**src/rtl/key_pkg.sv**
```systemverilog
// Shared key-handling definitions: debounce FSM encoding and
// the default stable-time filter length.
package key_pkg;

    localparam int unsigned DEBOUNCE_CYCLES_DEF = 1_000_000;

    typedef enum logic [1:0] {
        IDLE       = 2'b00,
        PRESS_DB   = 2'b01,
        PRESSED    = 2'b10,
        RELEASE_DB = 2'b11
    } key_state_t;

endpackage

```
**src/rtl/sync_2ff.sv**
```systemverilog
// Two-flop synchronizer for one asynchronous bit, with a
// configurable reset level so idle inputs do not glitch on reset.
module sync_2ff #(
    parameter logic RST_VAL = 1'b1
) (
    input  logic clk,
    input  logic rst_n,
    input  logic d,
    output logic q
);

    logic meta;

    always_ff @(posedge clk or negedge rst_n) begin
        if (!rst_n) begin
            meta <= RST_VAL;
            q    <= RST_VAL;
        end else begin
            meta <= d;
            q    <= meta;
        end
    end

endmodule

```
**src/rtl/key_debounce.sv**
```systemverilog
// Push-button debouncer: synchronizes the raw key, then requires a
// full stable window before changing level and pulsing press/release.
module key_debounce
    import key_pkg::*;
#(
    parameter int unsigned DEBOUNCE_CYCLES = DEBOUNCE_CYCLES_DEF
) (
    input  logic sys_clk,
    input  logic sys_rst_n,
    input  logic key,
    output logic key_value,
    output logic key_press,
    output logic key_release
);

    localparam int unsigned CW = $clog2(DEBOUNCE_CYCLES);
    localparam logic [CW-1:0] CNT_LAST = CW'(DEBOUNCE_CYCLES - 1);
    localparam logic [CW-1:0] CNT_ONE  = CW'(1);

    logic          key_sync;
    key_state_t    state;
    key_state_t    state_next;
    logic [CW-1:0] cnt;
    logic [CW-1:0] cnt_next;
    logic          value_next;
    logic          press_next;
    logic          release_next;

    sync_2ff #(
        .RST_VAL(1'b1)
    ) u_sync (
        .clk  (sys_clk),
        .rst_n(sys_rst_n),
        .d    (key),
        .q    (key_sync)
    );

    always_ff @(posedge sys_clk or negedge sys_rst_n) begin
        if (!sys_rst_n) begin
            state       <= IDLE;
            cnt         <= '0;
            key_value   <= 1'b1;
            key_press   <= 1'b0;
            key_release <= 1'b0;
        end else begin
            state       <= state_next;
            cnt         <= cnt_next;
            key_value   <= value_next;
            key_press   <= press_next;
            key_release <= release_next;
        end
    end

    // The count restarts from zero on any bounce back to the stable level.
    always_comb begin
        state_next   = state;
        cnt_next     = '0;
        value_next   = 1'b1;
        press_next   = 1'b0;
        release_next = 1'b0;
        unique case (state)
            IDLE: begin
                if (!key_sync) begin
                    state_next = PRESS_DB;
                    cnt_next   = CNT_ONE;
                end
            end
            PRESS_DB: begin
                if (key_sync) begin
                    state_next = IDLE;
                end else if (cnt == CNT_LAST) begin
                    state_next = PRESSED;
                    value_next = 1'b0;
                    press_next = 1'b1;
                end else begin
                    cnt_next = cnt + CNT_ONE;
                end
            end
            PRESSED: begin
                value_next = 1'b0;
                if (key_sync) begin
                    state_next = RELEASE_DB;
                    cnt_next   = CNT_ONE;
                end
            end
            RELEASE_DB: begin
                value_next = 1'b0;
                if (!key_sync) begin
                    state_next = PRESSED;
                end else if (cnt == CNT_LAST) begin
                    state_next   = IDLE;
                    value_next   = 1'b1;
                    release_next = 1'b1;
                end else begin
                    cnt_next = cnt + CNT_ONE;
                end
            end
            default: begin
                state_next = IDLE;
            end
        endcase
    end

endmodule

```
**config.mk**
```make
export PLATFORM = sky130hd
export DESIGN_NAME = key_debounce
export DESIGN_NICKNAME = d
export VERILOG_FILES = /design/src/rtl/key_pkg.sv /design/src/rtl/sync_2ff.sv /design/src/rtl/key_debounce.sv
export SDC_FILE = /design/constraint.sdc
export NUM_CORES = 1
export LEC_CHECK = 0
export CAP_MARGIN = 20
export CORE_MARGIN = 2
export CORE_UTILIZATION = 35
export CTS_BUF_LIST = sky130_fd_sc_hd__clkbuf_8
export DETAILED_ROUTE_END_ITERATION = 8
export PLACE_DENSITY = 0.56
export SLEW_MARGIN = 20
export SYNTH_ARGS = -nofsm -noshare
export SYNTH_HDL_FRONTEND = slang
export SYNTH_SLANG_ARGS = --single-unit
export TNS_END_PERCENT = 50
```
**constraint.sdc**
```tcl
create_clock -name sys_clk -period 3.9 [get_ports sys_clk]
set_input_delay 0.585 -clock sys_clk [delete_from_list [all_inputs] [get_ports sys_clk]]
set_output_delay 0.585 -clock sys_clk [all_outputs]
set_load 0.005 [all_outputs]
```
==> flow_summary.ini <==
[drt]
drt_wl_total_mm = 2.23
vias_per_cell = 4.88
route.detailed.drc = 0
wl_per_cell_um = 12.6
dr_total_vias = 864
drtIter0Drc = 22
dr.pass1.iters = 4
antenna_left = 0

[power_and_ir_drop]
p_leak_uw = 0.000548
p_per_area_nw_per_um2 = 318
peakVddDrop_mv = 0.123

[critical_path]
arrival_ps = 2360
cp.required_ps = 4040
timing.rr.start = cnt[0]
crit_path_end_kind = flip-flop
path_delay_family = simple AND/OR/NAND/NOR gates
cpMaxStageDelayCell = or4_4
max_stage_delay_ps = 620
critPathBufInv = 0
path_max_fanout = 19
critPathKind = reg -> reg
startpoint = cnt[0]
start_kind = flip-flop
path_cells = ha_1, nand4_2, or4_4, o211ai_4, nor2_1

[clock_network]
htree_num_levels = 1
root_buffer = clkbuf_8
cts.sinks = 27
path_clk_slew_ps = 90
post_cts_resized = 0
cts_tree = yes
hold_buffers = 0
insertion_delay_ps = 270
cts_buffers = 3
cts_buffer_depth = 2
cts_setup_buffers = 0

[timing]
finalSetupViolCount = 0
post-route-period-util = 0.570
finalHoldViolations = 0
tns_ps = 0
timing.fmax_ghz = 0.450
rsz0062_at_grt = false
period_needed_ps = 2220
tightest_slew_ps = 534
clock_skew_ps = 5.50
fin_ws_ps = 1680
slew_headroom = 0.642
drv_slew = 0

[yosys]
synth_edf_count = 0
postSynthCellCount = 121
yosysSeqAreaShare = 0.526
ys_top_cells_by_area = dfrtp_1 46%, xnor2_1 8.8%, dfstp_2 6.1%
yosysMostFrequentCell = dfrtp_1
synth-seq-cells = 27
synth_top_area_cell = dfrtp_1
netlist_area_um2 = 1290
ys_types = 33
synthFlopType = dfrtp_1
syn_avg_cell_area_um2 = 10.7
async_flop_share = 1.00
synth_common_cells = 24 x dfrtp_1, 18 x nor2_1, 13 x xnor2_1, 9 x inv_1
syn_nets = 125
yosysWarningCount = 0
synth_top_area_share = 0.465

[floorplanning]
die-area_um2 = 4200
dieHeight_um = 64.8
std_cell_rows = 22
initial_core_util = 0.358
io_pins = 6
coreArea_um2 = 3610
die-width_um = 64.8

[grt]
grt_pass1_wl_mm = 4.00
track_usage = 0.122
grt_max_degree = 26
grt_pass1_vias = 882
antenna_found_initial = 0
grt_remaining_overflow = 0

[flow_run]
drv_cap = 0

[cells_and_area]
fill_cells = 345
multi_input_area_um2 = 563
drive_gt1_frac = 0.140
nets = 134
diodes = 0
seq_area_um2 = 679
area_growth_pct = 11.0

[placement]
hpwl_mm = 1.64
gp_congestion = 0.798
preCtsSetupSlack_ps = 1660
portBuffers = 5

[hold_path]
hp-class = in -> async

[outcome]
outcome = complete, no violations
==> cell families (layout without fill, tap and decap cells) <==
group,Yosys count,in the layout,synth area share
AND/OR/NAND/NOR,55,55,0.248
flip-flops,27,27,0.526
XOR/XNOR,15,15,0.102
buffers and inverters,11,19,0.0387
AO/OA/AOI/OAI,10,10,0.0600
multiplexers,2,2,0.0165
adder cells (fa/ha/maj),1,1,0.00968
==> final cells by class <==
| class | instances | area share |
|---|---|---|
| Inverter | 9 | 0.0235 |
| Clock inverter | 1 | 0.00349 |
| Clock buffer | 3 | 0.0288 |
| Timing Repair Buffer | 6 | 0.0366 |
| Multi-Input combinational cell | 83 | 0.392 |
| Sequential cell | 27 | 0.473 |
| Tap cell | 48 | 0.0418 |
==> state kept, by name, indices dropped and copies added, names as in the netlist, named ones only <==
signal	cells
u_sync.meta	1
key_value	1
cnt	20
state	1
key_release	1
key_press	1
u_sync.q	1
==> worst register-to-register path: cells and delay by family, from the launching register on <==
kind,cells,cell delay (ps)
adders and majority gates,1,240
and+or+nand+nor,3,970
AOI/OAI and AO/OA,1,480
DFF,1,410
==> routing by layer <==
metal  vias up  part of all wire  GRT usage
li1        431                 -          -
met1       420              0.48      0.158
met2         9              0.48      0.202
met3         4             0.026     0.0226
met4         0             0.013     0.0479
met5         -                 0          0
==> cell usage in the layout, fill, tap and decap left out, types with 3 or more instances in the layout <==
cell type        instances
clkdlybuf4s50_1          4
nor3_1                   4
dfstp_2                  3
or3_1                    3
clkbuf_8                 3
nor4_1                   6
a21oi_1                  4
nand3_1                  6
xnor2_1                 13
nor2_1                  18
nand2_1                  5
dfrtp_1                 24
inv_1                    9
==> power by group <==
| group | internal, uW | total, uW | switching [uW] | leakage, uW |
|---|---|---|---|---|
| clock network | 71.4 | 154 | 82.9 | 0.0000255 |
| logic | 4.43 | 15.0 | 10.6 | 0.000160 |
| registers | 284 | 287 | 3.24 | 0.000362 |
==> metrics by stage <==
step                total power [uW]  instances  hold slack (ps)  area, um2  utilization
global route                     476        177              326       1440        0.398
global placement                 308        173              346       1390        0.387
finish                           456        177              284       1440        0.398
detailed placement               308        173              347       1390        0.385
CTS                              465        177              312       1440        0.398
floorplan                        299        121              289       1290            -
==> path summary, 6_finish.rpt <==
kind	endpoint	slack, ps	depth (start not counted)
hold reg to reg	u_sync.q	360	0
setup reg to reg	cnt[10]	1680	5
min in group sys_clk	u_sync.q	360	0
setup / recovery	cnt[10]	1680	5
max in group asynchronous	u_sync.meta	3060	2
hold / removal	cnt[8]	280	1
Power figures use the tool's default switching activity.
